<file path="config.mk">
export PLATFORM = sky130hd
export DESIGN_NAME = mem_access_master
export DESIGN_NICKNAME = d
export VERILOG_FILES = /design/src/rtl/mem_pkg.sv /design/src/rtl/rd_valid_pipe.sv /design/src/rtl/mem_access_master.sv
export SDC_FILE = /design/constraint.sdc
export NUM_CORES = 1
export LEC_CHECK = 0
export CAP_MARGIN = 20
export CORE_ASPECT_RATIO = 0.75
export CORE_UTILIZATION = 43
export DETAILED_ROUTE_END_ITERATION = 10
export PLACE_DENSITY_LB_ADDON = 0.15
export SYNTH_ARGS = -nofsm -noshare
export SYNTH_HDL_FRONTEND = slang
export SYNTH_SLANG_ARGS = --single-unit
</file>
<file path="constraint.sdc">
create_clock -name clk -period 1.5 [get_ports clk]
set_input_delay 0.15 -clock clk [delete_from_list [all_inputs] [get_ports clk]]
set_output_delay 0.15 -clock clk [all_outputs]
set_load 0.005 [all_outputs]
</file>
<file path="src/rtl/mem_pkg.sv">
// Shared types and default widths for the memory access master.
package mem_pkg;
  localparam int MEM_ADDR_W = 8;
  localparam int MEM_DATA_W = 8;
  localparam int MEM_LEN_W  = 3;

  typedef enum logic [2:0] {IDLE, WRITE, READ, DRAIN, DONE} state_t;

  typedef logic [MEM_ADDR_W-1:0] addr_t;
  typedef logic [MEM_DATA_W-1:0] data_t;
endpackage

</file>
<file path="src/rtl/rd_valid_pipe.sv">
// Read-latency tracker: one valid bit per issued read beat, shifted DEPTH times.
// Ports: clk, clr_n (sync active-low clear), issue (beat issued this edge),
//        exit_valid (beat's data is on dataOut this cycle), busy (any beat in flight).
module rd_valid_pipe #(
  parameter int DEPTH = 1
) (
  input  logic clk,
  input  logic clr_n,
  input  logic issue,
  output logic exit_valid,
  output logic busy
);
  logic [DEPTH-1:0] vld_pipe;

  always_ff @(posedge clk) begin
    if (!clr_n) vld_pipe <= '0;
    else        vld_pipe <= DEPTH'({vld_pipe, issue});
  end

  assign exit_valid = vld_pipe[DEPTH-1];
  assign busy       = |vld_pipe;
endmodule

</file>
<file path="src/rtl/mem_access_master.sv">
// Memory port initiator: accepts single/burst requests over valid/ready and
// sequences them one beat per cycle onto memWrite/memRead/addr/dataIn,
// returning read data with a per-beat resp_valid and a done pulse.
// Ports: clk, rst_n (sync active-low); req_* request handshake and fields;
//        memWrite/memRead/addr/dataIn/dataOut memory port;
//        resp_valid/resp_data read return; done completion pulse.
// READ_LAT counts edges from the strobe register edge to the edge that
// samples dataOut, so beat i returns 1+i+READ_LAT cycles after accept.
module mem_access_master
  import mem_pkg::*;
#(
  parameter int ADDR_W   = MEM_ADDR_W,
  parameter int DATA_W   = MEM_DATA_W,
  parameter int LEN_W    = MEM_LEN_W,
  parameter int READ_LAT = 1
) (
  input  logic              clk,
  input  logic              rst_n,
  input  logic              req_valid,
  output logic              req_ready,
  input  logic              req_write,
  input  logic [ADDR_W-1:0] req_addr,
  input  logic [DATA_W-1:0] req_wdata,
  input  logic [LEN_W-1:0]  req_len,
  output logic              memWrite,
  output logic              memRead,
  output logic [ADDR_W-1:0] addr,
  output logic [DATA_W-1:0] dataIn,
  input  logic [DATA_W-1:0] dataOut,
  output logic              resp_valid,
  output logic [DATA_W-1:0] resp_data,
  output logic              done
);
  state_t            state, state_nxt;
  logic [LEN_W-1:0]  beat, beat_nxt, len_q, len_nxt;
  logic [ADDR_W-1:0] addr_nxt;
  logic [DATA_W-1:0] din_nxt;
  logic              ready_nxt, wr_nxt, rd_nxt, done_nxt;
  logic              exit_valid, pipe_busy;

  // rd_nxt is the strobe registered this edge, so the beat enters the pipe
  // on the same edge that puts it on the memory port.
  rd_valid_pipe #(.DEPTH(READ_LAT)) u_rd_pipe (
    .clk        (clk),
    .clr_n      (rst_n),
    .issue      (rd_nxt),
    .exit_valid (exit_valid),
    .busy       (pipe_busy)
  );

  // Next-state and next-output decode; every output is a flop loaded from here.
  always_comb begin
    state_nxt = state;
    ready_nxt = req_ready;
    beat_nxt  = beat;
    len_nxt   = len_q;
    addr_nxt  = addr;
    din_nxt   = dataIn;
    wr_nxt    = 1'b0;
    rd_nxt    = 1'b0;
    done_nxt  = 1'b0;
    unique case (state)
      IDLE: if (req_valid && req_ready) begin
        ready_nxt = 1'b0;
        addr_nxt  = req_addr;
        beat_nxt  = '0;
        len_nxt   = req_len;
        if (req_write) begin
          state_nxt = WRITE;
          wr_nxt    = 1'b1;
          din_nxt   = req_wdata;
        end else begin
          state_nxt = READ;
          rd_nxt    = 1'b1;
        end
      end
      WRITE: if (beat == len_q) begin
        state_nxt = DONE;
        done_nxt  = 1'b1;
      end else begin
        wr_nxt   = 1'b1;
        addr_nxt = addr + 1'b1;
        din_nxt  = dataIn + 1'b1;
        beat_nxt = beat + 1'b1;
      end
      READ: if (beat == len_q) begin
        state_nxt = DRAIN;
      end else begin
        rd_nxt   = 1'b1;
        addr_nxt = addr + 1'b1;
        beat_nxt = beat + 1'b1;
      end
      // Last response is out once nothing is left in flight.
      DRAIN: if (!pipe_busy && resp_valid) begin
        state_nxt = DONE;
        done_nxt  = 1'b1;
      end
      DONE: begin
        state_nxt = IDLE;
        ready_nxt = 1'b1;
      end
      default: begin
        state_nxt = IDLE;
        ready_nxt = 1'b1;
      end
    endcase
  end

  always_ff @(posedge clk) begin
    if (!rst_n) begin
      state      <= IDLE;
      req_ready  <= 1'b1;
      beat       <= '0;
      len_q      <= '0;
      memWrite   <= 1'b0;
      memRead    <= 1'b0;
      addr       <= '0;
      dataIn     <= '0;
      resp_valid <= 1'b0;
      resp_data  <= '0;
      done       <= 1'b0;
    end else begin
      state      <= state_nxt;
      req_ready  <= ready_nxt;
      beat       <= beat_nxt;
      len_q      <= len_nxt;
      memWrite   <= wr_nxt;
      memRead    <= rd_nxt;
      addr       <= addr_nxt;
      dataIn     <= din_nxt;
      resp_valid <= exit_valid;
      done       <= done_nxt;
      // Only capture dataOut for an exiting beat so idle-bus X never leaks.
      if (exit_valid) resp_data <= dataOut;
    end
  end
endmodule

</file>
==> Yosys cells after proc, flatten, opt, wreduce, memory -nomap -nowiden <==
Index checks and enable logic that the tools add are counted.
{ "totals": {"reg_bits": 38, "input_bits": 31, "out_inout_bits": 29, "elab_cells": 67} }
{ "classes": {"add_sub_neg": 3, "n_eq_ne": 11, "n_mux": 28, "bitwise": 1, "n_reduce_logical": 13} }
{ "op_table": {"columns": ["operator", "count"], "rows": [
  ["two-way mux 8 bit", 5],
  ["case mux 8 bit (2 select lines)", 2],
  ["two-way mux 3 bit", 6],
  ["adder 8 x 1 -> 8 bit (second input constant)", 2],
  ["!= test 2 bit (second input constant)", 7],
  ["case mux 3 bit (4 select lines)", 1],
  ["two-way mux 1 bit", 8],
  ["case mux 1 bit (2 select lines)", 4],
  ["AND reduction 4 bit", 2],
  ["equality test 3 x 2 -> 1 bit (second input constant)", 2],
  ["case mux 3 bit (2 select lines)", 1],
  ["AND reduction 2 bit", 2],
  ["nonzero test 2 bit", 2],
  ["adder 3 x 1 -> 3 bit (second input constant)", 1],
  ["equality test 3 x 1 -> 1 bit (second input constant)", 1],
  ["equality test 3 bit", 1],
  ["zero test 3 bit", 1],
  ["AND reduction 3 bit", 1],
  ["OR reduction 3 bit", 1],
  ["logical AND 1 bit", 2],
  ["two-way mux 2 bit", 1],
  ["OR reduction 2 bit", 1],
  ["zero test 1 bit", 1],
  ["inverter 1 bit", 1]
]} }

==> Logic depth before layout (Yosys ltp) <==
{ "depth": {"depth_word": 4, "ltp_mapped": 7, "mapped_depth_nobuf": 5} }

==> By module <==
From an unflattened synthesis, not the netlist that was laid out.
{ "hier_totals": {"cells_unflattened": 249, "area_unflattened_um2": 2194.6} }
{ "by_module_without_submodules": {"columns": ["module", "instances", "cells_each", "area_per_inst_um2", "seq_area_each_um2"], "rows": [
  ["mem_access_master", 1, 246, 2160.8, 760.7],
  ["rd_valid_pipe", 1, 3, 33.8, 20.0]
]} }

==> Worst setup path before layout <==
OpenSTA, ideal clock, no wires.
{ "synth_timing": {"path_type": "register -> register", "startpoint": "reg state[0]", "endpoint": "reg addr[2]", "setup_time_ps": 134, "t_arrival_ps": 1402, "t_required_ps": 1366, "setup_slack_ps": -37, "path_stages_with_launch": 7, "n_path_buf": 2, "synth_period_minus_slack_ps": 1537, "path_cell_list": "dfxtp_1 > buf_6 > and4bb_1 > o21ai_1 > buf_2 > o311ai_0 > o31ai_1"} }
{ "synth_via": {"elab_chain_cells": 4, "elab_cells_between_ends": 9, "cone_classes": "4 x eq/ne; 1 x mux; 4 x reduce/logical"} }
{ "synth_rtl": {"columns": ["element", "line_no", "source"], "rows": [
  ["start: declaration", "mem_access_master.sv:34", "state_t state, state_nxt;"],
  ["start signal: assignment", "mem_access_master.sv:123", "state <= state_nxt;"],
  ["equality test 3 x 2 -> 1 bit or equality test 3 x 1 -> 1 bit (tied branches)", "mem_access_master.sv:62", "unique case (state)"],
  ["OR reduction 2 bit (no line)", null, null],
  ["!= test 2 bit (no line) or nonzero test 2 bit (tied branches)", null, null],
  ["AND reduction 3 bit (no line)", null, null],
  ["end signal: assignment", "mem_access_master.sv:129", "addr <= addr_nxt;"],
  ["end: declaration", "mem_access_master.sv:27", "output logic [ADDR_W-1:0] addr,"]
]} }
Several ways; a longest one is shown, not always the timed one.
A chain may end at the register's enable or synchronous reset.

==> Worst setup path after layout <==
{ "layout_timing": {"startpoint": "reg beat[1]", "endpoint": "reg dataIn[4]"} }
{ "layout_via": {"elab_chain_cells": 3} }
{ "layout_rtl": {"columns": ["element", "line_no", "source"], "rows": [
  ["start: declaration", "mem_access_master.sv:35", "logic [LEN_W-1:0] beat, beat_nxt, len_q, len_nxt;"],
  ["start signal: assignment", "mem_access_master.sv:125", "beat <= beat_nxt;"],
  ["equality test 3 bit", "mem_access_master.sv:77", "WRITE: if (beat == len_q) begin"],
  ["!= test 2 bit (no line)", null, null],
  ["AND reduction 4 bit (no line)", null, null],
  ["end signal: assignment", "mem_access_master.sv:130", "dataIn <= din_nxt;"],
  ["end: declaration", "mem_access_master.sv:28", "output logic [DATA_W-1:0] dataIn,"]
]} }
No other way between the ends.

==> results.tsv <==
stage	metric	value	unit
status	status	finished with violations	
status	failing checks	negative setup slack	
drt	DRT iter0 DRCs	215	
synth	Post-synth top flop	dfxtp_1	
critical_path	endpoint class of the critical path	register	
finish	fin area	0.00376	mm²
critical_path	critical path type	reg -> reg	
synth	Post-synth ARST share	0	%
critical_path	family with the most delay on the worst path	simple AND/OR/NAND/NOR gates	
synth	Post-Syn Area	0.00209	mm²
cts	clk root buf	clkbuf_8	
sta	Max Slew Vio Count	0	
synth	Syn Nets	269	
grt	grt ovf	0	
finish	ant diodes	0	
cts	CTS buffer count	5	
drt	via count	2550	
finish	share of layout cells above drive strength 1	41.7	%
pwr	PD cells	1830	mW/mm²
critical_path	critical path cell sequence	xor2_4, nor4_4, buf_4, o311ai_1, o31ai_2	
floorplan	IO Count	60	
sta	Slew @ Worst Pin	0.551	ns
floorplan	Die X	82.5	µm
cts	CTS hold repair buffers	0	
synth	area leader, netlist	dfxtp_1	
cts	H-Tree Depth	2	
sta	slack of the critical path	-0.171	ns
grt	vias in the first global route	2257	
cts	clock sink count	38	
grt	initial antenna violation count	0	
finish	post-route insts no fill	412	
drt	post-route ant nets	0	
critical_path	CP max stage delay	0.57	ns
finish	Fill cells	265	
synth	EDFF count, synth	0	
cts	clk slew on worst S/H paths	0.08	ns
pwr	Worst VDD drop	1.12	mV
floorplan	Die Area	0.00515	mm²
synth	register bit total from synthesis	38	
sta	Max Freq	598	MHz
floorplan	total core area	0.00457	mm²
min_path	Worst Hold Launch	req_len[0]	
drt	Avg WL per Cell	19.8	µm
synth	most frequent cell after synthesis	dfxtp_1	
synth	top cell type's share of synthesized area	36.4	%
place	GPL Wtd Cong	0.894	
sta	Post-Route Skew	0.0158	ns
synth	Syn Area/Cell	8.90	µm²
floorplan	Die Span Y	62.4	µm
place	placed cell areas	0.00307	mm²
sta	Setup-failing EPs final	25	
sta	post-route minimum period	1.67	ns
critical_path	worst setup path start	beat[1]	
place	Port Buf Inserts	59	
synth	library cells used by synthesis	59	
synth	Mapped Cells	235	
cts	CTS max path bufs	2	
synth	Synth Warn #	0	
critical_path	worst flop-to-flop path startpoint	beat[1]	
finish	final design utilization	82.3	%
critical_path	crit path launch type	register	
critical_path	worst-path maximum fanout	6	
sta	Worst slew margin	63.0	%
drt	DR vias/cell	6.19	
synth	synth cell count leaders	dfxtp_1, nand2_1, nor2_1	
sta	fin crit share	111	%
synth	top cells by area, synth	dfxtp_1, mux2i_1, nand2_1	
floorplan	num rows	21	
critical_path	Worst EP required	1.72	ns
finish	fin nets	389	
pwr	Power Total	6.87	mW
sta	RSZ-0062 raised after global routing	true	
place	Post-DP HPWL	4490	µm
synth	post-synthesis sequential area ratio	36.4	%
floorplan	Initial Utilization	45.7	%
sta	Fin Hold WS	0.429	ns
critical_path	number of buffers and inverters on the critical path	1	
grt	GRT Total Usage	28.0	%
drt	drt first pass iters	6	
job	max_cap viols	0	
critical_path	crit path max-delay cell type	nor4_4	
grt	global-route wire length before repair	10900	µm
cts	CTS tree	done	
finish	P&R area growth vs syn	80.0	%
drt	Residual DRC	0	
min_path	Hold Crit Class	in -> reg	
pwr	P_leak	1.46	nW
grt	largest net degree at the start of global routing	23	
critical_path	critical path arrival	1.89	ns
cts	Clk Latency, worst-skew pair	0.29	ns
sta	Hold Fails Final Rpt	0	
place	dpl cells	389	
drt	drt total wl	8180	µm
-- what timing repair did --
action                                  CTS  global route
gates resized for setup                  57            55
buffers inserted                          8             7
endpoints found under the setup margin   25            32
gates cloned                              1             0
pin swaps                                26            17
-- state kept, by name, indices dropped and copies added, names as in the netlist --
signal,cells
memWrite,1
done,1
dataIn,8
resp_valid,1
addr,8
beat,3
resp_data,8
state,3
len_q,3
memRead,1
req_ready,1
-- report_power, final --
| part | internal (mW) | leakage (nW) | total (mW) | switching (mW) |
|---|---|---|---|---|
| logic | 2.22 | 1.08 | 4.41 | 2.19 |
| clock network | 0.533 | 0.0573 | 0.907 | 0.375 |
| registers | 1.28 | 0.317 | 1.55 | 0.269 |
| total | 4.04 | 1.46 | 6.87 | 2.83 |
-- worst register-to-register path: cells and delay by family, from the launching register on --
family | cells | cell delay [ns]
XOR/XNOR | 1 | 0.23
AO/OA/AOI/OAI | 2 | 0.19
AND/OR/NAND/NOR | 1 | 0.57
buffers and inverters | 1 | 0.24
flip-flops | 1 | 0.37
-- through the flow --
step                      worst slack [ns]  TNS, ns
after floorplan                    -0.0262   -0.105
after global placement              -0.296    -4.18
after detailed placement            -0.359    -4.81
after CTS                           -0.128   -0.961
after global routing                -0.229    -3.47
final                               -0.171    -2.22
-- worst paths after layout --
path,end,slack (ns),cells past startpoint
setup reg to reg,dataIn[4],-0.17,5
setup / recovery,dataIn[4],-0.17,5
hold / removal,len_q[0],0.43,3
hold reg to reg,req_ready,0.48,2
-- per-layer routing --
layer | share of wire, % | track usage, % | vias to the layer above | routed length (µm)
met1 | 42 | 38.6 | 1210 | 3410
met2 | 45 | 42.5 | 175 | 3710
met4 | 2.5 | 5.82 | 0 | 208
met5 | 0 | 0 | - | 0
li1 | - | - | 1136 | -
met3 | 10 | 9.34 | 29 | 850
-- final cells by class --
type	instances	area, µm²	area share (%)
multi-input combinational	176	1600	42.4
timing repair buffer	129	1170	31.0
sequential	38	800	21.2
clock buffer	6	82.6	2.19
tap	57	71.3	1.89
clock inverter	1	30.0	0.798
inverter	5	18.8	0.499
-- cells by family after synthesis --
family / share of synthesized area (%)
AOI/OAI and AO/OA: 23.3
muxes: 5.75
and+or+nand+nor: 23.8
xor gates and xnor gates: 3.89
buffers and inverters: 5.09
adders and majority gates: 1.80
DFF: 36.4
-- cell usage in the layout (no fill, tap or decap), types with 3 or more instances in the layout --
master and n:
nand3b_1 3, nor4_4 4, clkdlybuf4s50_1 57, buf_4 59, nand2_1 17, and3_1 3
o31ai_1 4, xor2_4 4, and2_1 4, o21ai_2 4, nor2_1 12, mux2i_1 12
nand3_1 11, nor2_2 3, buf_6 10, o32ai_1 3, o31ai_2 3, o311ai_1 5
inv_1 3, ha_1 3, dfxtp_2 4, a21oi_1 11, nor3_1 6, dfxtp_1 25
dfxtp_4 9, clkbuf_8 6
Note: power is estimated with default switching activity, not from simulation.
